**src/rtl/stopwatch_pkg.sv**
```systemverilog
// Shared definitions for the stopwatch display path: scan-slot encodings and
// active-low gfedcba glyphs for a common-anode 7-segment digit.
package stopwatch_pkg;

  typedef enum logic [1:0] {
    S_D0 = 2'd0,
    S_D1 = 2'd1,
    S_D2 = 2'd2,
    S_D3 = 2'd3
  } scan_state_e;

  localparam logic [6:0] SEG_BLANK = 7'h7F;
  localparam logic [6:0] SEG_0     = 7'h40;
  localparam logic [6:0] SEG_1     = 7'h79;
  localparam logic [6:0] SEG_2     = 7'h24;
  localparam logic [6:0] SEG_3     = 7'h30;
  localparam logic [6:0] SEG_4     = 7'h19;
  localparam logic [6:0] SEG_5     = 7'h12;
  localparam logic [6:0] SEG_6     = 7'h02;
  localparam logic [6:0] SEG_7     = 7'h78;
  localparam logic [6:0] SEG_8     = 7'h00;
  localparam logic [6:0] SEG_9     = 7'h10;

  // Next slot in the fixed D0 -> D1 -> D2 -> D3 -> D0 rotation.
  function automatic scan_state_e next_slot(input scan_state_e s);
    case (s)
      S_D0:    next_slot = S_D1;
      S_D1:    next_slot = S_D2;
      S_D2:    next_slot = S_D3;
      default: next_slot = S_D0;
    endcase
  endfunction

endpackage

```
**src/rtl/seg7_decode.sv**
```systemverilog
// Combinational BCD value -> active-low gfedcba glyph. Values 10-15 blank.
module seg7_decode
  import stopwatch_pkg::*;
(
  input  logic [3:0] val_i,
  output logic [6:0] seg_o
);

  // Glyph lookup; anything outside 0-9 lights nothing.
  always_comb begin
    seg_o = SEG_BLANK;
    case (val_i)
      4'd0:    seg_o = SEG_0;
      4'd1:    seg_o = SEG_1;
      4'd2:    seg_o = SEG_2;
      4'd3:    seg_o = SEG_3;
      4'd4:    seg_o = SEG_4;
      4'd5:    seg_o = SEG_5;
      4'd6:    seg_o = SEG_6;
      4'd7:    seg_o = SEG_7;
      4'd8:    seg_o = SEG_8;
      4'd9:    seg_o = SEG_9;
      default: seg_o = SEG_BLANK;
    endcase
  end

endmodule

```
**src/rtl/seven_seg_scan.sv**
```systemverilog
// Four-digit mm:ss scanner for a common-anode 7-segment display.
// One digit is lit per refresh slot; all digits are snapshotted once per frame
// (on the D3 -> D0 tick) so a frame never mixes old and new values. In adjust
// mode the selected digit pair blinks.
// Optional build macro LEADING_ZERO_BLANK_EN: darken the minutes-tens digit
// whenever its snapshot value is zero.
module seven_seg_scan
  import stopwatch_pkg::*;
#(
  parameter int REFRESH_DIV = 100000,
  parameter int BLINK_HALF  = 125
) (
  input  logic       clk,
  input  logic       rst_n,
  input  logic [3:0] dig0,
  input  logic [2:0] dig1,
  input  logic [3:0] dig2,
  input  logic [2:0] dig3,
  input  logic       adj_en,
  input  logic       adj_sel,
  output logic [6:0] seg,
  output logic       dp,
  output logic [3:0] an
);

  localparam int RCNT_W = (REFRESH_DIV > 1) ? $clog2(REFRESH_DIV) : 1;
  localparam int BCNT_W = (BLINK_HALF  > 1) ? $clog2(BLINK_HALF)  : 1;
  localparam logic [RCNT_W-1:0] RCNT_LAST = RCNT_W'(REFRESH_DIV - 1);
  localparam logic [BCNT_W-1:0] BCNT_LAST = BCNT_W'(BLINK_HALF - 1);

  logic [RCNT_W-1:0] rcnt_q, rcnt_d;
  logic              tick;

  scan_state_e       state_q, state_d;

  logic [3:0]        snap0_q, snap0_d;
  logic [2:0]        snap1_q, snap1_d;
  logic [3:0]        snap2_q, snap2_d;
  logic [2:0]        snap3_q, snap3_d;

  logic [BCNT_W-1:0] bcnt_q, bcnt_d;
  logic              phase_q, phase_d;

  logic [3:0]        cur_val;
  logic [6:0]        glyph;

  logic [6:0]        seg_q, seg_d;
  logic              dp_q, dp_d;
  logic [3:0]        an_q, an_d;

  // Refresh prescaler: one tick per digit slot.
  always_comb begin
    tick   = (rcnt_q == RCNT_LAST);
    rcnt_d = tick ? '0 : rcnt_q + 1'b1;
  end

  // Scan FSM next state; the frame snapshot rides along with the D3 -> D0 move.
  always_comb begin
    state_d = state_q;
    snap0_d = snap0_q;
    snap1_d = snap1_q;
    snap2_d = snap2_q;
    snap3_d = snap3_q;
    if (tick) begin
      state_d = next_slot(state_q);
      if (state_q == S_D3) begin
        snap0_d = dig0;
        snap1_d = dig1;
        snap2_d = dig2;
        snap3_d = dig3;
      end
    end
  end

  // Blink timer: frozen at zero outside adjust mode, counts slot ticks inside it.
  always_comb begin
    bcnt_d  = bcnt_q;
    phase_d = phase_q;
    if (!adj_en) begin
      bcnt_d  = '0;
      phase_d = 1'b0;
    end else if (tick) begin
      if (bcnt_q == BCNT_LAST) begin
        bcnt_d  = '0;
        phase_d = ~phase_q;
      end else begin
        bcnt_d  = bcnt_q + 1'b1;
      end
    end
  end

  // Pick the snapshot digit for the active slot.
  always_comb begin
    cur_val = snap0_q;
    case (state_q)
      S_D0:    cur_val = snap0_q;
      S_D1:    cur_val = {1'b0, snap1_q};
      S_D2:    cur_val = snap2_q;
      default: cur_val = {1'b0, snap3_q};
    endcase
  end

  seg7_decode u_decode (
    .val_i (cur_val),
    .seg_o (glyph)
  );

  // Next output values: one anode low per slot, then blink masking and
  // optional leading-zero blanking force anodes high. adj_en is used live so
  // leaving adjust mode shows the display on the very next cycle.
  always_comb begin
    seg_d = glyph;
    dp_d  = (state_q != S_D2);
    an_d  = 4'b1110;
    case (state_q)
      S_D0:    an_d = 4'b1110;
      S_D1:    an_d = 4'b1101;
      S_D2:    an_d = 4'b1011;
      default: an_d = 4'b0111;
    endcase
    if (adj_en && phase_q) begin
      if (adj_sel) an_d[3:2] = 2'b11;
      else         an_d[1:0] = 2'b11;
    end
`ifdef LEADING_ZERO_BLANK_EN
    if (snap3_q == 3'd0) an_d[3] = 1'b1;
`else
    an_d = an_d;
`endif
  end

  // State, snapshot, blink and output registers.
  always_ff @(posedge clk or negedge rst_n) begin
    if (!rst_n) begin
      rcnt_q  <= '0;
      state_q <= S_D0;
      snap0_q <= '0;
      snap1_q <= '0;
      snap2_q <= '0;
      snap3_q <= '0;
      bcnt_q  <= '0;
      phase_q <= 1'b0;
      seg_q   <= SEG_BLANK;
      dp_q    <= 1'b1;
      an_q    <= 4'b1111;
    end else begin
      rcnt_q  <= rcnt_d;
      state_q <= state_d;
      snap0_q <= snap0_d;
      snap1_q <= snap1_d;
      snap2_q <= snap2_d;
      snap3_q <= snap3_d;
      bcnt_q  <= bcnt_d;
      phase_q <= phase_d;
      seg_q   <= seg_d;
      dp_q    <= dp_d;
      an_q    <= an_d;
    end
  end

  assign seg = seg_q;
  assign dp  = dp_q;
  assign an  = an_q;

endmodule

```
**config.mk**
```make
export PLATFORM = sky130hd
export DESIGN_NAME = seven_seg_scan
export DESIGN_NICKNAME = d
export VERILOG_FILES = /design/src/rtl/stopwatch_pkg.sv /design/src/rtl/seg7_decode.sv /design/src/rtl/seven_seg_scan.sv
export SDC_FILE = /design/constraint.sdc
export NUM_CORES = 1
export LEC_CHECK = 0
export BUFFER_PORTS_ARGS = -buffer_cell sky130_fd_sc_hd__clkbuf_2
export CAP_MARGIN = 15
export CORE_UTILIZATION = 48
export DETAILED_ROUTE_END_ITERATION = 12
export GPL_TIMING_DRIVEN = 1
export PLACE_DENSITY = 0.68
export SYNTH_ARGS = -nofsm -noshare
export SYNTH_HDL_FRONTEND = slang
export SYNTH_SLANG_ARGS = --single-unit
```
**constraint.sdc**
```tcl
create_clock -name clk -period 5.1 [get_ports clk]
set_input_delay 1.02 -clock clk [delete_from_list [all_inputs] [get_ports clk]]
set_output_delay 1.02 -clock clk [all_outputs]
set_load 0.1 [all_outputs]
```
**Word level (Yosys, flattened, before mapping)**

Memories as Yosys holds them, arrays and structs flattened. A register that Yosys moved wholly into a read port is not among the register bits.
Index checks and enable logic that the tools add are counted.

- Input port bits: 18
- Memories: 1
- ROM bits: 112
- Register bits: 46

Memories:

| name | words | width | rd ports | clocked after Yosys merged registers in | wr ports | RTL line | RTL |
|---|---|---|---|---|---|---|---|
| (name not given) | 16 | 7 | 1 | 1 | 0 | seg7_decode.sv:12 | `case (val_i)` |

- Add/sub/neg operators: 2
- Reduce and logical (&&, ||, !) cells: 5
- Bitwise gates (word level): 1
- Equal/unequal tests: 8
- Mux-type cells: 13

Operators by type and width:

| operator | count |
|---|---|
| case mux 4 bit (3 select lines) | 2 |
| two-way mux 7 bit | 3 |
| adder 17 x 1 -> 17 bit (second input constant) | 1 |
| equality test 17 bit (second input constant) | 1 |
| two-way mux 17 bit | 1 |
| adder 7 x 1 -> 7 bit (second input constant) | 1 |
| equality test 7 bit (second input constant) | 1 |
| case mux 2 bit (3 select lines) | 1 |
| equality test 2 bit (second input constant) | 2 |
| two-way mux 2 bit | 2 |
| two-way mux 4 bit | 1 |
| inequality test 2 x 1 -> 1 bit (second input constant) | 2 |
| AND reduction 2 bit | 2 |
| two-way mux 1 bit | 3 |
| equality test 2 x 1 -> 1 bit (second input constant) | 1 |
| logical NOT 2 bit | 1 |
| inequality test 2 bit (second input constant) | 1 |
| logical AND 1 bit | 1 |
| logical NOT 1 bit | 1 |
| inverter 1 bit | 1 |

**Depth between registers and ports, before layout**

Gate-level depths: netlist (run 1).

- Depth in word-level cells: 4
- Depth in mapped cells: 8

**Modules after synthesis**

A second synthesis (run 1) with hierarchy kept.

- Cells, all modules: 233
- Area total of the unflattened synthesis: 2,606.2 µm²

Modules (own cells, without submodules):

| module | cells an instance | sequential area each (µm²) | area an instance (µm²) | instances |
|---|---|---|---|---|
| seven_seg_scan | 200 | 1,341.3 | 2,396.0 | 1 |
| seg7_decode | 33 | 0.0 | 210.2 | 1 |

**Worst setup path after synthesis (run 1)**

No wires, ideal clock.

- Path type: register -> register
- From: register state_q[0]
- To: register seg_q[0], in the netlist seg[0]
- Path buffers: 0
- Setup slack: 3.126 ns
- Cell stages (with the launch flop): 7
- Arrival: 1.909 ns
- Required time: 5.034 ns
- Cell sequence: dfrtp_1 inv_1 ha_1 a222oi_1 mux2i_1 or4b_1 nand3_1

- Word-level cells in the longest chain between the ends: 2
- Elaborated cells between the ends (all ways): 4

Ends and longest elaborated chain:

| what | RTL line | RTL |
|---|---|---|
| from (decl) | seven_seg_scan.sv:34 | `scan_state_e state_q, state_d;` |
| from (signal assigned) | seven_seg_scan.sv:148 | `state_q <= state_d;` |
| equality test 2 bit, or another cell as far along | seven_seg_scan.sv:95 | `case (state_q)` |
| case mux 4 bit (3 select lines) * | seven_seg_scan.sv:95 |  |
| to (decl) | seven_seg_scan.sv:47 | `logic [6:0] seg_q, seg_d;` |

Every way passes the cells marked *; elsewhere a longest branch is shown, timed or not.
A chain may end at the register's enable or synchronous reset.

**Final worst setup path (run 1)**

Ends and elaborated chain as after synthesis.

==> results.cfg, run 1 <==
[status]
outcome = finished, final reports clean

[synth]
synth.top_cells.by_area = dfrtp_1, dfstp_2, mux2_4
post-synth-top-area-cell = dfrtp_1
synth-edff-count = 0
synth.yosys.warnings = 0
synthesis.area_per_instance_um2 = 11.5
postSynth.asyncResetShare_pct = 100
synth_fp_nets = 256
synth_top_cell_area_share_pct = 39.3
most_used_standard_cell_by_instance_count_after_synthesis = dfrtp_1
synth.distinct_cells = 48
netlist_area_um2 = 2610
postSynthRegisterBits = 53
postSynth.topFlopCell = dfrtp_1
synth.cells.most_frequent = dfrtp_1, nand2_1, dfstp_2
synth-seq-area-share_pct = 51.4
synthCells = 227

[grt]
antenna_violations_before_repair = 0
grt_start_max_net_pins = 54
first_global_vias = 1481
groute.usage.overall_pct = 17.2
grt_first_pass_wirelength_um = 7270
globalRoute.totalOverflow = 0

[setup_path]
r2r_cells = 6
cp-end-kind = flop
critPathMaxStageDelay_ns = 0.61
criticalPathCategory = flop to flop
critPathLaunchType = flop
timing.critical_path.cells = inv_1 > ha_1 > a222oi_1 > mux2i_1 > or4b_1 > nand3_1
r2r_slack_ns = 2.73
worstReg2RegStart = state_q[0]
worstPathRequired_ns = 5.35
cpLargestDelayFamily = simple AND/OR/NAND/NOR gates
worst_ep_arrival_time_ns = 2.61
critical_path.max_fanout = 11
critical-path-slowest-cell = or4b_1
worst-path-buf-inv = 1
regToRegEndpoint = seg[0]

[floorplanning]
dieWidth_um = 75.7
num_rows = 26
initial_utilization_pct = 50.4
placeableCoreArea_um2 = 5170
die-height_um = 75.7
io-pin-count = 30
die_area_um2 = 5730

[pwr]
intPower_mw = 0.549
power_density_nw_per_um2 = 262
worst_ir_drop_vdd_v = 0.000142
cellLeakagePower_nw = 1.33
power.combinational.fraction_pct = 10.4
power.share.clock_pct = 31.1
switching_power_mw = 0.200
switching_share_pct = 26.7
power.sequential.fraction_pct = 58.4
finalPower_mw = 0.749

[clock_network]
tritoncts = done
numClockSinks = 53
clk_pin_slew_ns = 0.09
clock_tree.htree_level_count = 2
post_cts_buffers = 0
clock_path_buffers = 2
clock_latency_ns = 0.31
cts_resized = 0
post_cts_hold_buffer_count = 0
numCtsBuffers = 5
clockRootBuffer = clkbuf_8

[routing]
via_per_inst = 5.27
dr.pass1.iters = 4
dr_total_vias = 1714
remaining_design_rule_violation_count = 0
postRouteAntennaNets = 0
routed_wirelength_um = 4440
drt_iter0_drc = 80
routed_wl_per_cell_um = 13.7

[timing]
finalSetupViolCount = 0
fin_tns_setup_ns = 0
finalMaxSlewViolations = 0
final_hold_viol_count = 0
finalWorstPathRequiredPeriod_ns = 2.37
grt_setup_unrepaired = no
relSlewSlack_pct = 43.7
clock-skew-final_ns = 0.00756
timing.fmax_mhz = 423
worst_margin_slew_ns = 0.821
timing.final.crit_share_pct = 46.4

[place]
port_buffers = 29
hpwlAfterDp_um = 3020
placedCellCount = 317
dpl-instance-area_um2 = 2770
gp_congestion = 0.759

[min_path]
hold_path_startpoint = rcnt_q[0]
min_path_cells = 1
hold_end = rcnt_q[0]
worstHoldPathType = flop to flop

[cells_and_area]
fin_area_um2 = 2860
antenna_cells = 0
nNetsFinal = 283
area_delta_synth_final_pct = 9.59
stdcell_count = 325
layout-drive-gt1-share_pct = 27.5

[flow_run]
maxCapViolCount = 0
[sequential cells by signal (all words and copies together) (netlist names)]
signal,count
rcnt_q,17
snap2_q,4
seg,7
bcnt_q,7
an,4
snap1_q,3
snap0_q,4
state_q,2
phase_q,1
dp,1
snap3_q,3
[logic make-up (layout without fill, tap and decap cells)]
| logic type | after synthesis | in the layout | synth area share (%) |
|---|---|---|---|
| AO/OA/AOI/OAI | 31 | 31 | 7.87 |
| XOR/XNOR | 12 | 12 | 4.03 |
| adder cells (fa/ha/maj) | 11 | 11 | 5.28 |
| buffers and inverters | 21 | 49 | 4.51 |
| flip-flops | 53 | 53 | 51.4 |
| multiplexers | 19 | 19 | 9.40 |
| AND/OR/NAND/NOR | 80 | 80 | 17.5 |
[layout make-up]
| class | count | area (um^2) |
|---|---|---|
| Fill cell | 448 | 2310 |
| Sequential cell | 53 | 1340 |
| Multi-Input combinational cell | 153 | 1150 |
| Timing Repair Buffer | 30 | 153 |
| Tap cell | 70 | 87.6 |
| Clock buffer | 5 | 68.8 |
| Inverter | 11 | 41.3 |
| Clock inverter | 3 | 17.5 |
[through the flow]
stage                     hold WS (ns)  utilization (%)  setup slack, ns
after floorplan                  0.448                -             3.13
after global placement           0.460             53.6             2.79
after detailed placement         0.486             53.6             2.75
after CTS                        0.499             55.3             2.74
after global routing             0.518             55.3             2.55
final                            0.504             55.3             2.73
[cells in the final DEF (no fill, tap or decap), types with 4 or more instances in the layout]
cell and count:
dfrtp_1 41, clkbuf_2 29, nand2_1 22, dfstp_2 12, inv_1 11, ha_1 11
o21ai_0 10, nor2_1 10, nand3_1 10, mux2_4 10, nand4_1 8, nor3_1 6
xor2_1 6, xnor2_1 6, mux2i_1 5, a21oi_1 5, clkbuf_8 5, mux2_2 4
[per-layer routing]
metal	share of wire, %	GRT usage [%]	up-vias	wire length, um
met5	0	0	-	0
met4	1.6	6.38	0	70
met3	3.1	4.10	7	137
met2	44	25.1	31	1970
met1	51	24.9	811	2260
li1	-	-	865	-
[worst max path at each step]
stage / start / endpoint / slack, ns / cells after the start
after floorplan: state_q[0] / seg[0] / 3.13 / 6
after global placement: state_q[0] / seg[0] / 2.79 / 6
after detailed placement: state_q[0] / seg[0] / 2.75 / 6
after CTS: state_q[0] / seg[0] / 2.74 / 6
after global routing: state_q[0] / seg[0] / 2.55 / 6
final: state_q[0] / seg[0] / 2.73 / 6
[power by group through the flow]
stage | clock [mW] | sequential [mW] | combinational, mW
after floorplan | 0 | 0.482 | 0.0206
after global placement | 0 | 0.446 | 0.0787
after detailed placement | 0 | 0.446 | 0.0794
after CTS | 0.241 | 0.438 | 0.0796
after global routing | 0.260 | 0.440 | 0.0854
final | 0.233 | 0.438 | 0.0783
Note: power is estimated with default switching activity, not from simulation.
==> inputs of run 2 (changes only) <==
- PLACE_DENSITY: 0.68 -> 0.7
- clock period: 5.1 -> 2.1 ns (I/O delays scaled with it)
==> results.cfg, run 2 (synthesis gave the netlist of run 1 again) <==
[flow_run]
maxCapViolCount = 0

[setup_path]
worstPathRequired_ns = 2.32
timing.critical_path.cells = inv_2 > ha_2 > a222oi_1 > mux2i_1 > buf_4 > ha_1 > mux2i_1 > o21ai_0
critical_path.max_fanout = 6
critical-path-slowest-cell = dfrtp_1
critPathMaxStageDelay_ns = 0.44
cp-end-kind = flop
critPathLaunchType = flop
criticalPathCategory = flop to flop
critical_path.most_common_cell = mux2i_1
worst_ep_arrival_time_ns = 2.22

[timing]
finalMaxSlewViolations = 0
timing.final.crit_share_pct = 95.2
finalWorstPathRequiredPeriod_ns = 2.00
finalSetupViolCount = 0
relSlewSlack_pct = 57.3
worst_hold_slack_ns = 0.229
clock-skew-final_ns = 0.00563
worst_margin_slew_ns = 0.641
grt_setup_unrepaired = yes
finalWorstSetupSlack_ns = 0.0998
final_hold_viol_count = 0
timing.fmax_mhz = 500

[routing]
drt_iter0_drc = 98
via_per_inst = 5.31
dr.pass1.iters = 4
dr_total_vias = 1810
routed_wirelength_um = 4630
routed_wl_per_cell_um = 13.6
postRouteAntennaNets = 0
remaining_design_rule_violation_count = 0

[floorplanning]
placeableCoreArea_um2 = 5170
io-pin-count = 30
die_area_um2 = 5730
die-height_um = 75.7
initial_utilization_pct = 50.4
num_rows = 26
dieWidth_um = 75.7

[clock_network]
clockRootBuffer = clkbuf_8
numCtsBuffers = 5
clock_tree.htree_level_count = 2
clock_path_buffers = 2
clock_latency_ns = 0.30
tritoncts = done
clk_pin_slew_ns = 0.10
numClockSinks = 53

[pwr]
power.combinational.fraction_pct = 11.0
power.sequential.fraction_pct = 57.9
intPower_mw = 1.35
switching_share_pct = 26.8
worst_ir_drop_vdd_v = 0.000365
power_density_nw_per_um2 = 609
switching_power_mw = 0.494
cellLeakagePower_nw = 1.41
power.share.clock_pct = 31.1

[grt]
globalRoute.totalOverflow = 0
groute.usage.overall_pct = 18.0
antenna_violations_before_repair = 0
first_global_vias = 1669
grt_start_max_net_pins = 54
grt_first_pass_wirelength_um = 7790

[status]
outcome = finished, final reports clean

[min_path]
worstHoldPathType = primary input to asynchronous set/reset pin

[cells_and_area]
layout-drive-gt1-share_pct = 34.3
finish.utilization_pct = 58.5
layout.cells.most_common = dfrtp_1
num-fill-cells = 420
largest_register_ffs = 17
antenna_cells = 0
max_flop_register = rcnt_q
area_delta_synth_final_pct = 15.9
stdcell_count = 341
nNetsFinal = 299
mostFrequentLayoutCells = dfrtp_1, clkbuf_2, nand2_1

[place]
port_buffers = 29
detailedPlace.worstSlack_ns = -0.0511
gp_congestion = 0.826
placedCellCount = 327
hpwlAfterDp_um = 3300
## run 2: cell type report
type | count | area [um^2] | area share (%)
Clock buffer | 5 | 68.8 | 2.28
Tap cell | 70 | 87.6 | 2.90
Multi-Input combinational cell | 153 | 1190 | 39.3
Clock inverter | 3 | 21.3 | 0.703
Timing Repair Buffer | 46 | 273 | 9.02
Inverter | 11 | 41.3 | 1.37
Sequential cell | 53 | 1340 | 44.4
## run 2: worst max-delay path: cells and delay by family (launching register included)
family | cells | cell delay (ns)
flip-flops | 1 | 0.44
multiplexers | 2 | 0.34
AO/OA/AOI/OAI | 2 | 0.45
adder cells (fa/ha/maj) | 2 | 0.42
buffers and inverters | 2 | 0.28
## run 2: path summary, 6_finish.rpt
| check | start | end | slack, ns | depth (start not counted) |
|---|---|---|---|---|
| worst max-delay path | state_q[0] | seg[6] | 0.1 | 8 |
| worst min-delay path | rst_n | rcnt_q[8] | 0.23 | 2 |
| worst max register to register | state_q[0] | seg[6] | 0.1 | 8 |
| worst min register to register | rcnt_q[0] | rcnt_q[0] | 0.49 | 1 |
| max in group asynchronous | rst_n | state_q[1] | 1.42 | 2 |
| min in group clk | adj_sel | an[0] | 0.31 | 2 |
## run 2: through the flow
step                      TNS, ns  power, mW  instance area, um^2
after floorplan                 0       1.22                 2610
after global placement          0       1.28                 2850
after detailed placement   -0.127       1.28                 2850
after CTS                       0       1.86                 2970
after global routing       -0.272       1.93                 3020
final                           0       1.84                 3020
## run 2: per-layer routing
| metal | global-route usage [%] | wire [um] | vias up |
|---|---|---|---|
| met5 | 0 | 0 | - |
| li1 | - | - | 893 |
| met3 | 2.78 | 145 | 6 |
| met2 | 28.1 | 2130 | 38 |
| met1 | 26.1 | 2300 | 873 |
| met4 | 5.56 | 50 | 0 |
## run 2: repair_timing
action                                  4_1_cts  5_1_grt
endpoints found under the setup margin        4        8
buffers inserted                              4        2
gates resized for setup                       0       11
hold buffers                                  0        0
cloned                                        0        0
pin swaps                                     1        3
## run 2: power by group through the flow
stage	Clock, mW	Combinational, mW	Sequential (mW)
after floorplan	0	0.0500	1.17
after global placement	0	0.196	1.08
after detailed placement	0	0.199	1.08
after CTS	0.597	0.201	1.07
after global routing	0.639	0.220	1.07
final	0.573	0.203	1.07
==> inputs of run 3 (changes only) <==
- CORE_MARGIN: default -> 4
==> results.cfg, run 3 (synthesis gave the netlist of run 1 again) <==
[status]
outcome = finished, final reports clean

[floorplanning]
placeableCoreArea_um2 = 5170
num_rows = 26
initial_utilization_pct = 50.4
dieWidth_um = 81.7
die-height_um = 81.7
io-pin-count = 30
die_area_um2 = 6680

[timing]
timing.final.crit_share_pct = 94.8
final_hold_viol_count = 0
finalSetupViolCount = 0
relSlewSlack_pct = 63.9
fin_tns_setup_ns = 0
grt_setup_unrepaired = yes
finalWorstPathRequiredPeriod_ns = 1.99
finalMaxSlewViolations = 0
timing.fmax_mhz = 502
worst_margin_slew_ns = 0.544
clock-skew-final_ns = 0.00849

[grt]
first_global_vias = 1714
groute.usage.overall_pct = 15.5
grt_first_pass_wirelength_um = 7850
grt_start_max_net_pins = 34
antenna_violations_before_repair = 0
globalRoute.totalOverflow = 0

[cells_and_area]
layout.cells.most_common = dfrtp_1
num-fill-cells = 416
antenna_cells = 0
finish.utilization_pct = 59.0
layout-drive-gt1-share_pct = 35.4
mostFrequentLayoutCells = dfrtp_1, clkbuf_2, nand2_1
nNetsFinal = 299
sequential_cell_area_um2 = 1340
multi_input_area_um2 = 1180
fin_area_um2 = 3050
largest_register_ffs = 17
max_flop_register = rcnt_q
area_delta_synth_final_pct = 16.9
stdcell_count = 341

[pwr]
finalPower_mw = 1.87
switching_power_mw = 0.492
power_density_nw_per_um2 = 614
switching_share_pct = 26.3
power.combinational.fraction_pct = 11.0
power.sequential.fraction_pct = 56.8
cellLeakagePower_nw = 1.42
worst_ir_drop_vdd_v = 0.000349
power.share.clock_pct = 32.2
intPower_mw = 1.38

[clock_network]
post_cts_hold_buffer_count = 0
clk_pin_slew_ns = 0.10
tritoncts = done
clockRootBuffer = clkbuf_8
clock_path_buffers = 2
clock_latency_ns = 0.31
numCtsBuffers = 5
numClockSinks = 53
clock_tree.htree_level_count = 2

[setup_path]
worstReg2RegStart = state_q[1]
setup.worst_path.start = state_q[1]
worstPathRequired_ns = 2.35
r2r_slack_ns = 0.11
cpLargestDelayFamily = simple AND/OR/NAND/NOR gates
timing.critical_path.cells = inv_1 > ha_2 > a222oi_1 > buf_4 > mux2i_2 > or4b_4 > nand3_1
worst_ep_arrival_time_ns = 2.24
criticalPathCategory = flop to flop
critPathMaxStageDelay_ns = 0.56
regToRegEndpoint = seg[3]
r2r_cells = 7
critical_path.max_fanout = 4
worst-path-buf-inv = 2
critical-path-slowest-cell = or4b_4
cp-end-kind = flop
worstSetupPathDepth = 7
critPathLaunchType = flop

[place]
dpl-instance-area_um2 = 2870
gp_congestion = 0.839
placedCellCount = 327
hpwlAfterDp_um = 3420
port_buffers = 29

[min_path]
worstHoldPathType = primary input to asynchronous set/reset pin

[routing]
postRouteAntennaNets = 0
routed_wl_per_cell_um = 13.9
drt_iter0_drc = 68
remaining_design_rule_violation_count = 0
via_per_inst = 5.22
dr.pass1.iters = 4
dr_total_vias = 1780
routed_wirelength_um = 4740

[flow_run]
maxCapViolCount = 0
-- run 3: changes by cell type in the layout (fill, tap and decap cells not counted), sizes merged --
cell      previous run  this run
clkbuf              34        35
clkinvlp             1         0
-- run 3: how the worst max path moves through the flow --
stage             end  slack, ns
2_1_floorplan  seg[0]       0.13
3_3_place_gp   seg[0]       0.06
3_5_place_dp   seg[3]      -0.16
6_report       seg[3]       0.11
5_1_grt        seg[3]      -0.03
4_1_cts        seg[3]       0.01
-- run 3: repair_timing --
item | 4_1_cts | 5_1_grt
endpoints found under the setup margin | 6 | 6
endpoints found under the hold margin | 0 | 0
pin swaps | 1 | 4
gates resized for setup | 1 | 11
buffers inserted | 4 | 2
-- run 3: layer usage --
| layer | up-vias | routed length [um] | GRT usage [%] |
|---|---|---|---|
| met4 | 0 | 77 | 5.98 |
| met5 | - | 0 | 0 |
| met2 | 26 | 2180 | 23.6 |
| met3 | 6 | 139 | 3.62 |
| li1 | 891 | - | - |
| met1 | 857 | 2350 | 21.3 |
-- run 3: power groups by stage --
stage | clock, mW | combinational [mW] | sequential, mW
after floorplan | 0 | 0.0500 | 1.17
after CTS | 0.622 | 0.204 | 1.06
final | 0.603 | 0.206 | 1.06
after detailed placement | 0 | 0.202 | 1.08
after global placement | 0 | 0.199 | 1.08
after global routing | 0.664 | 0.223 | 1.07
-- run 3: worst reg2reg max path: stages, from the launching register on --
cell and delay (ns):
dfrtp_2 0.43, inv_1 0.08, ha_2 0.20, a222oi_1 0.31, buf_4 0.18, mux2i_2 0.10
or4b_4 0.56, nand3_1 0.09
-- run 3: layout make-up --
cell class	count	share of cell area (%)
clock inverter	2	0.410
tap	70	2.87
inverter	11	1.35
sequential	53	44.0
clock buffer	6	2.71
timing repair buffer	46	9.77
multi-input combinational	153	38.9
-- run 3: through the flow --
| stage | hold slack [ns] | setup slack (ns) |
|---|---|---|
| after floorplan | 0.124 | 0.126 |
| after global placement | 0.427 | 0.0575 |
| after detailed placement | 0.428 | -0.158 |
| after CTS | 0.0844 | 0.0106 |
| after global routing | 0.0979 | -0.0262 |
| final | 0.0770 | 0.108 |
